**src/rtl/dmem_arbiter_pkg.sv**
```systemverilog
// Shared owner encoding, default slice lengths and bus widths for the data-memory arbiter.
package dmem_arbiter_pkg;

  typedef enum logic {
    OWN_CPU = 1'b0,
    OWN_EXT = 1'b1
  } owner_e;

  localparam int unsigned DMEM_ADDR_W   = 16;
  localparam int unsigned DMEM_DATA_W   = 32;
  localparam int unsigned CPU_SLICE_DEF = 4;
  localparam int unsigned EXT_SLICE_DEF = 1;

endpackage

```
**src/rtl/dmem_slice_counter.sv**
```systemverilog
// Owner flag and slice counter: decides who owns the data-memory port next cycle.
module dmem_slice_counter
  import dmem_arbiter_pkg::*;
#(
  parameter int unsigned CPU_SLICE = CPU_SLICE_DEF,
  parameter int unsigned EXT_SLICE = EXT_SLICE_DEF
) (
  input  logic clock,
  input  logic rst_n,
  input  logic cpu_req,
  input  logic ext_req,
  output logic owner
);

  localparam int unsigned MAX_SLICE = (CPU_SLICE > EXT_SLICE) ? CPU_SLICE : EXT_SLICE;
  localparam int unsigned CNT_W     = $clog2(MAX_SLICE) + 1;

  owner_e           owner_q, owner_d;
  logic [CNT_W-1:0] cnt_q, cnt_d;
  logic [CNT_W-1:0] cnt_inc;
  logic [31:0]      cur_slice;

  // Owner and counter registers; reset parks the port on the core.
  always_ff @(posedge clock or negedge rst_n) begin
    if (!rst_n) begin
      owner_q <= OWN_CPU;
      cnt_q   <= '0;
    end else begin
      owner_q <= owner_d;
      cnt_q   <= cnt_d;
    end
  end

  // Next owner: a lone requester always wins; under contention the owner keeps
  // the port until its slice is used up.
  always_comb begin
    owner_d   = OWN_CPU;
    cnt_d     = '0;
    cnt_inc   = cnt_q + 1'b1;
    cur_slice = (owner_q == OWN_EXT) ? 32'(EXT_SLICE) : 32'(CPU_SLICE);
    if (cpu_req && ext_req) begin
      if (32'(cnt_inc) >= cur_slice) begin
        owner_d = (owner_q == OWN_EXT) ? OWN_CPU : OWN_EXT;
        cnt_d   = '0;
      end else begin
        owner_d = owner_q;
        cnt_d   = cnt_inc;
      end
    end else if (ext_req) begin
      owner_d = OWN_EXT;
    end else begin
      owner_d = OWN_CPU;
    end
  end

  assign owner = owner_q;

endmodule

```
**src/rtl/dmem_arbiter.sv**
```systemverilog
// Data-memory port sharing between the core load/store path and an external
// loader/debug port. The registered owner steers the datapath with no added latency.
module dmem_arbiter
  import dmem_arbiter_pkg::*;
#(
  parameter int unsigned ADDR_W    = DMEM_ADDR_W,
  parameter int unsigned DATA_W    = DMEM_DATA_W,
  parameter int unsigned CPU_SLICE = CPU_SLICE_DEF,
  parameter int unsigned EXT_SLICE = EXT_SLICE_DEF
) (
  input  logic              clock,
  input  logic              rst_n,
  input  logic              cpu_req,
  input  logic              cpu_we,
  input  logic [ADDR_W-1:0] cpu_addr,
  input  logic [DATA_W-1:0] cpu_wdata,
  output logic [DATA_W-1:0] cpu_rdata,
  output logic              cpu_stall,
  input  logic              ext_req,
  input  logic              ext_we,
  input  logic [ADDR_W-1:0] ext_addr,
  input  logic [DATA_W-1:0] ext_wdata,
  output logic [DATA_W-1:0] ext_rdata,
  output logic              ext_ack,
  output logic [ADDR_W-1:0] mem_addr,
  output logic [DATA_W-1:0] mem_wdata,
  output logic              mem_write,
  output logic              mem_read,
  input  logic [DATA_W-1:0] mem_rdata,
  output logic              owner
);

  logic own_ext;
  logic owner_req;
  logic owner_we;

  dmem_slice_counter #(
    .CPU_SLICE (CPU_SLICE),
    .EXT_SLICE (EXT_SLICE)
  ) u_slice_counter (
    .clock   (clock),
    .rst_n   (rst_n),
    .cpu_req (cpu_req),
    .ext_req (ext_req),
    .owner   (own_ext)
  );

  // Datapath mux. Reset gates the strobes and read data directly so nothing
  // reaches the memory while rst_n is low, and a requesting core is held off.
  always_comb begin
    owner_req = own_ext ? ext_req   : cpu_req;
    owner_we  = own_ext ? ext_we    : cpu_we;
    mem_addr  = own_ext ? ext_addr  : cpu_addr;
    mem_wdata = own_ext ? ext_wdata : cpu_wdata;
    mem_write = rst_n & owner_req & owner_we;
    mem_read  = rst_n & owner_req & ~owner_we;
    ext_ack   = rst_n & ext_req & own_ext;
    cpu_stall = cpu_req & (~rst_n | own_ext);
    cpu_rdata = (rst_n && !own_ext && cpu_req) ? mem_rdata : '0;
    ext_rdata = ext_ack ? mem_rdata : '0;
  end

  assign owner = own_ext;

endmodule

```
**config.mk**
```make
export PLATFORM = sky130hd
export DESIGN_NAME = dmem_arbiter
export DESIGN_NICKNAME = d
export VERILOG_FILES = /design/src/rtl/dmem_arbiter_pkg.sv /design/src/rtl/dmem_slice_counter.sv /design/src/rtl/dmem_arbiter.sv
export SDC_FILE = /design/constraint.sdc
export NUM_CORES = 1
export LEC_CHECK = 0
export BUFFER_PORTS_ARGS = -buffer_cell sky130_fd_sc_hd__clkbuf_2
export CAP_MARGIN = 20
export CORE_AREA = 2 2 98 100
export CTS_CLUSTER_SIZE = 16
export DETAILED_ROUTE_END_ITERATION = 10
export DIE_AREA = 0 0 100 102
export SLEW_MARGIN = 10
export SYNTH_ARGS = -nofsm -noshare
export SYNTH_HDL_FRONTEND = slang
export SYNTH_SLANG_ARGS = --single-unit
```
**constraint.sdc**
```tcl
create_clock -name clock -period 3.6 [get_ports clock]
set_clock_uncertainty 0.1 [all_clocks]
set_input_delay 0.9 -clock clock [delete_from_list [all_inputs] [get_ports clock]]
set_output_delay 0.9 -clock clock [all_outputs]
set_load 0.005 [all_outputs]
```
==> results.json, run 1 <==
{
  "power_density_nw_per_um2": 166,
  "start_util_pct": 14.2,
  "routed_wl_mm": 6.01,
  "yosysSeqAreaShare_pct": 7.74,
  "p_leak_uw": 0.00163,
  "ys_types": 23,
  "die_w_um": 100,
  "hpwl_mm": 5.39,
  "core_um2": 9110,
  "drive_gt1_share_pct": 76.4,
  "cts_buffers": 3,
  "viasPerCell": 3.95,
  "multi_input_area_um2": 1120,
  "nFillCells": 988,
  "cts_root_buf": "clkbuf_8",
  "grt_pass1_wl_mm": 8.22,
  "arrival_ps": 1850,
  "whs_path_depth": 1,
  "synthCells": 155,
  "peakVddDrop_uv": 61.3,
  "wire_per_inst_um": 11.8,
  "grt_pass1_vias": 1733,
  "die_h_um": 102,
  "outcome": "finished, final reports clean",
  "finalCritPeriodShare_pct": 79.1,
  "final_area_um2": 2680,
  "synth-seq-cells": 4,
  "fin_util_pct": 29.5,
  "antenna_found_initial": 0,
  "grt_start_max_net_pins": 48,
  "hold_viol_final": 0,
  "worstHoldPathType": "reg2reg",
  "routed-via-count": 2014,
  "cp_max_fo": 33,
  "numClockSinks": 4,
  "syn_to_final_growth_pct": 107,
  "place.gp.congestion": 0.813,
  "grt_overflow": 0,
  "tightest_slew_ps": 557,
  "fin_crit_ps": 2850,
  "drtAntennaViolNets": 0,
  "grt.total_usage_pct": 10.1,
  "clk_pin_slew_ps": 40,
  "regArea_um2": 101,
  "cts_hold_buffers": 0,
  "worstSetupStartpointType": "primary input",
  "crit_type": "in2out",
  "ctsLongestPathBuffers": 2,
  "netlist_top_cells_area": "mux2_2 42%, and2_1 31%, dfrtp_1 7.7%",
  "cts_tree": "yes",
  "cts_setup_buffers": 0,
  "endpoint_kind": "output port",
  "synth_warnings": 0,
  "reg2reg_depth": 5,
  "max_freq_ghz": 0.351,
  "row_count": 35,
  "p_total_uw": 447,
  "cap_viol_max_count": 0,
  "syn_nets": 292,
  "n_antenna_cell": 0,
  "ctsResizeCount": 0,
  "setup_viol": 0,
  "worstPathRequired_ps": 2600,
  "slew_headroom_pct": 62.8,
  "dr.pass1.iters": 3,
  "num_io_pins": 251,
  "drv_slew": 0,
  "io_buffers": 250,
  "htreeDepth": 1,
  "synth.avg_cell_area_um2": 8.35,
  "place_area_um2": 2640,
  "drc": 0,
  "final_nets": 537,
  "worstSkewPairLatency_ps": 220,
  "syn_area_um2": 1290,
  "drtIter0Drc": 14,
  "rsz0062_at_grt": "no",
  "synth_area_leader_cell": "mux2_2",
  "setup_tns_ps": 0,
  "die_area_um2": 10200,
  "yosysTopAreaCellShare_pct": 41.8
}
-- power by group --
part           switching [uW]  internal, uW  leakage, uW  total, uW
Clock                    23.8          75.7    0.0000228       99.5
Combinational             117           177      0.00155        294
Sequential               5.51          47.5    0.0000524       53.0
-- flip-flops by register name, summed over array words and instances (netlist names) --
register,flops
u_slice_counter.owner,1
u_slice_counter.cnt_q,3
-- Yosys cell counts (all sizes together) --
master	n
nor2b	2
or4b	1
o21bai	1
nand3	3
inv	2
mux2	48
and3b	1
and2	64
and3	1
a21boi	1
nor2	4
nor4bb	1
buf	8
nor3	1
nand3b	1
xor2	1
mux2i	1
dfrtp	4
clkbuf	5
ha	3
nor3b	2
-- worst paths after layout --
kind,startpoint,to,slack (ps)
max,rst_n,mem_write,750
min,u_slice_counter.cnt_q[0],u_slice_counter.cnt_q[0],370
max reg2reg,u_slice_counter.owner,u_slice_counter.owner,1210
min reg2reg,u_slice_counter.cnt_q[0],u_slice_counter.cnt_q[0],370
max in group asynchronous,rst_n,u_slice_counter.owner,2850
min in group asynchronous,rst_n,u_slice_counter.cnt_q[0],400
-- area by class of cell --
cell class              instances  share of cell area (%)
repair buffers                253                    47.5
flip-flops and latches          4                    3.78
multi-input cells             136                    41.6
clock buffers                   4                    1.68
well taps                     111                    5.17
inverters                       2                   0.280
-- metal layers --
layer | track usage, % | wire length [um] | up-vias
li1 | - | - | 1009
met1 | 12.2 | 2440 | 865
met2 | 19.4 | 3020 | 140
met3 | 1.57 | 541 | 0
met4 | 1.26 | 0 | 0
met5 | 0 | 0 | -
-- cell families (layout without fill, tap and decap cells) --
| logic type | after synthesis | in the layout | synth area share, % |
|---|---|---|---|
| and+or+nand+nor | 81 | 81 | 39.1 |
| DFF | 4 | 4 | 7.74 |
| buffers and inverters | 15 | 259 | 5.90 |
| AOI/OAI and AO/OA | 2 | 2 | 1.16 |
| adders and majority gates | 3 | 3 | 2.90 |
| xor gates and xnor gates | 1 | 1 | 0.677 |
| muxes | 49 | 49 | 42.6 |
-- stage by stage --
stage / cells / hold WS [ps] / setup slack [ps]
final: 510 / 374 / 752
after detailed placement: 506 / 366 / 733
after CTS: 510 / 376 / 714
after global placement: 506 / 375 / 744
after floorplan: 155 / 334 / 1090
after global routing: 510 / 398 / 601
-- worst max-delay path: stages --
cell and delay (ps):
clkbuf_2 160, and3b_1 170, buf_4 270, nor2_1 90, nor2_1 110, clkbuf_2 130
-- placed cells by master, fill, tap and decap left out, types with 2 or more instances in the layout --
master	instances
inv_1	2
buf_4	3
clkbuf_8	3
mux2_2	48
clkbuf_2	250
nor2b_1	2
nand3_1	3
dfrtp_1	3
nor2_1	4
ha_1	3
and2_1	64
nor3b_1	2
Power figures use the tool's default switching activity.
==> run 2: changes to the inputs <==
--- a/config.mk
+++ b/config.mk
@@ -5,6 +5,7 @@
 export SDC_FILE = /design/constraint.sdc
 export NUM_CORES = 1
 export LEC_CHECK = 0
+export ABC_AREA = 1
 export BUFFER_PORTS_ARGS = -buffer_cell sky130_fd_sc_hd__clkbuf_2
 export CAP_MARGIN = 20
 export CORE_AREA = 2 2 98 100
==> constraint.sdc (replaced) <==
create_clock -name clock -period 2.3 [get_ports clock]
set_clock_uncertainty 0.1 [all_clocks]
set_input_delay 0.575 -clock clock [delete_from_list [all_inputs] [get_ports clock]]
set_output_delay 0.575 -clock clock [all_outputs]
set_load 0.005 [all_outputs]
==> run 2 against run 1 <==
Compared with the run above: area after synthesis up 8.2%; die area unchanged; wire length up 6.2%; setup slack worse by 590 ps; flip-flop and latch count unchanged; cell count up 27%; first-iteration DRC count rose to 2.6 times the previous value; combinational power up 91%; clock power up 61%; largest cell class unchanged; highest routed layer is now met4.
==> results.json, run 2 <==
{
  "cp_max_fo": 26,
  "regArea_um2": 101,
  "async_flop_share_pct": 100,
  "final_area_um2": 2780,
  "synthCells": 292,
  "worstPathRequired_ps": 1620,
  "synth_edf_count": 0,
  "ys_types": 15,
  "crit_family": "buffers and inverters",
  "layout_commonest_cell": "clkbuf_2",
  "synth.avg_cell_area_um2": 4.79,
  "met2_length_mm": 3.39,
  "syn_nets": 429,
  "reg2reg_to": "u_slice_counter.owner",
  "ctsLongestPathBuffers": 2,
  "grt_pass1_wl_mm": 9.22,
  "slew_headroom_pct": 76.4,
  "r2r_slack_ps": 480,
  "numClockSinks": 4,
  "crit_chain": "inv_4, buf_4, nand2_1, nand2_1, clkbuf_2",
  "fin_crit_ps": 2140,
  "yosysSeqAreaShare_pct": 7.15,
  "routed_wl_mm": 6.38,
  "power_density_nw_per_um2": 289,
  "final_nets": 673,
  "crit_path_frequent_cell": "nand2_1",
  "drive_gt1_share_pct": 54.8,
  "syn_area_um2": 1400,
  "wire_per_inst_um": 9.88,
  "outcome": "finished, final reports clean",
  "drc": 0,
  "row_count": 35,
  "ys.flop_type": "dfrtp_1",
  "io_buffers": 250,
  "setup_tns_ps": 0,
  "htreeDepth": 1,
  "drtAntennaViolNets": 0,
  "synth_area_leader_cell": "nand2_1",
  "netlist_top_cells_area": "nand2_1 41%, nor2_2 13%, nor2_1 10%",
  "yosysMostFrequentCell": "nand2_1",
  "cts_setup_buffers": 0,
  "synth_warnings": 0,
  "cts_buffers": 3,
  "largest_reg_flops": 3,
  "core_um2": 9110,
  "p_leak_uw": 0.00202,
  "synth-seq-cells": 4,
  "syn_to_final_growth_pct": 98.2,
  "cp_slowest_cell": "dfrtp_2",
  "start_util_pct": 15.4,
  "crit_buf_inv": 3,
  "hpwl_mm": 5.62,
  "finalCritPeriodShare_pct": 93.1,
  "worstHoldPathType": "in2async",
  "place.gp.congestion": 0.686,
  "synth_commonest_cells": "153 x nand2_1, 39 x nor2_1, 37 x inv_1",
  "layout_common_cells": "250 x clkbuf_2, 153 x nand2_1, 39 x nor2_1",
  "clk_pin_slew_ps": 40,
  "nFillCells": 1015,
  "endpoint_kind": "output port",
  "grt_pass1_vias": 2143,
  "r2r_start": "u_slice_counter.owner",
  "yosysTopAreaCellShare_pct": 41.0,
  "antenna_found_initial": 0,
  "dr.pass1.iters": 4,
  "multi_input_area_um2": 1020,
  "grt_start_max_net_pins": 53,
  "top_layer": "met4",
  "dr_wl_met3_um": 594,
  "wl_met1_mm": 2.26,
  "place_area_um2": 2730,
  "arrival_ps": 1470,
  "drtIter0Drc": 37,
  "die_w_um": 100,
  "worstSetupStartpointType": "flip-flop",
  "cap_viol_max_count": 0,
  "die_h_um": 102,
  "peakVddDrop_uv": 140,
  "top_register": "u_slice_counter.cnt_q",
  "viasPerCell": 3.91,
  "max_stage_delay_ps": 450,
  "num_io_pins": 251,
  "grt_overflow": 0,
  "worstSkewPairLatency_ps": 220,
  "cts_tree": "yes",
  "max_freq_ghz": 0.467,
  "routed-via-count": 2526,
  "hold_viol_final": 0,
  "rsz0062_at_grt": "no",
  "setup_viol": 0,
  "tightest_slew_ps": 353,
  "n_antenna_cell": 0,
  "cts_root_buf": "clkbuf_8",
  "die_area_um2": 10200,
  "drv_slew": 0,
  "grt.total_usage_pct": 11.1,
  "crit_type": "reg2out",
  "reg2reg_depth": 8
}
## run 2: cell count changes in the layout (fill, tap and decap cells not counted), moves of 30 or more
cell / change
and2_1: -64
inv_1: +35
mux2_2: -48
nand2_1: +153
nor2_1: +35
nor2_2: +30
## run 2: metrics by stage
step | utilization [%] | instances | hold WS [ps] | setup slack, ps | total power [uW]
2_1_floorplan | - | 292 | 179 | 635 | 358
3_3_place_gp | 29.9 | 642 | 351 | 311 | 640
3_5_place_dp | 29.9 | 642 | 358 | 264 | 651
4_1_cts | 30.4 | 646 | 262 | 104 | 819
5_1_grt | 30.5 | 646 | 262 | 38.0 | 894
6_report | 30.5 | 646 | 269 | 159 | 803
## run 2: worst register-to-register path: cells and delay by family (launching register included)
kind	cells	cell delay [ps]
buf+inv	1	340
flops	1	440
simple gates	6	520
fa+ha+maj	1	300
## run 2: power by group
part	internal, uW	total (uW)	leakage, uW	switching, uW
clock network	119	160	0.0000228	41.6
logic	264	561	0.00195	297
registers	74.9	81.0	0.0000524	6.15
total	458	803	0.00202	345
## run 2: area by class of cell
class	instances	share of cell area, %
Sequential cell	4	3.65
Tap cell	111	5.00
Clock buffer	4	1.62
Timing Repair Buffer	256	47.7
Inverter	38	5.23
Multi-Input combinational cell	233	36.7
## run 2: worst max-delay path by stage
stage	start	to	slack [ps]	depth (start not counted)
2_1_floorplan	u_slice_counter.owner	mem_write	640	5
6_report	u_slice_counter.owner	mem_addr[11]	160	5
4_1_cts	u_slice_counter.owner	mem_addr[0]	100	4
3_3_place_gp	rst_n	ext_rdata[23]	310	5
3_5_place_dp	rst_n	ext_rdata[21]	260	5
5_1_grt	u_slice_counter.owner	mem_wdata[28]	40	5
## run 2: cells by family (layout without fill, tap and decap cells)
group,count (synthesis),after routing,synth area share (%)
simple gates,225,225,67.7
fa+ha+maj,3,3,2.68
buf+inv,55,298,20.0
flops,4,4,7.15
xor+xnor,1,1,0.626
compound gates,4,4,1.79
## run 2: layer usage
| metal | vias up | GRT usage [%] |
|---|---|---|
| met1 | 1045 | 11.2 |
| met3 | 10 | 1.71 |
| met2 | 153 | 22.1 |
| li1 | 1318 | - |
| met5 | - | 0 |
| met4 | 0 | 5.16 |
## run 2: timing repair
| action | CTS | global route |
|---|---|---|
| setup endpoints to repair | 0 | 3 |
| hold buffers | 0 | 0 |
| resized for setup | 0 | 1 |
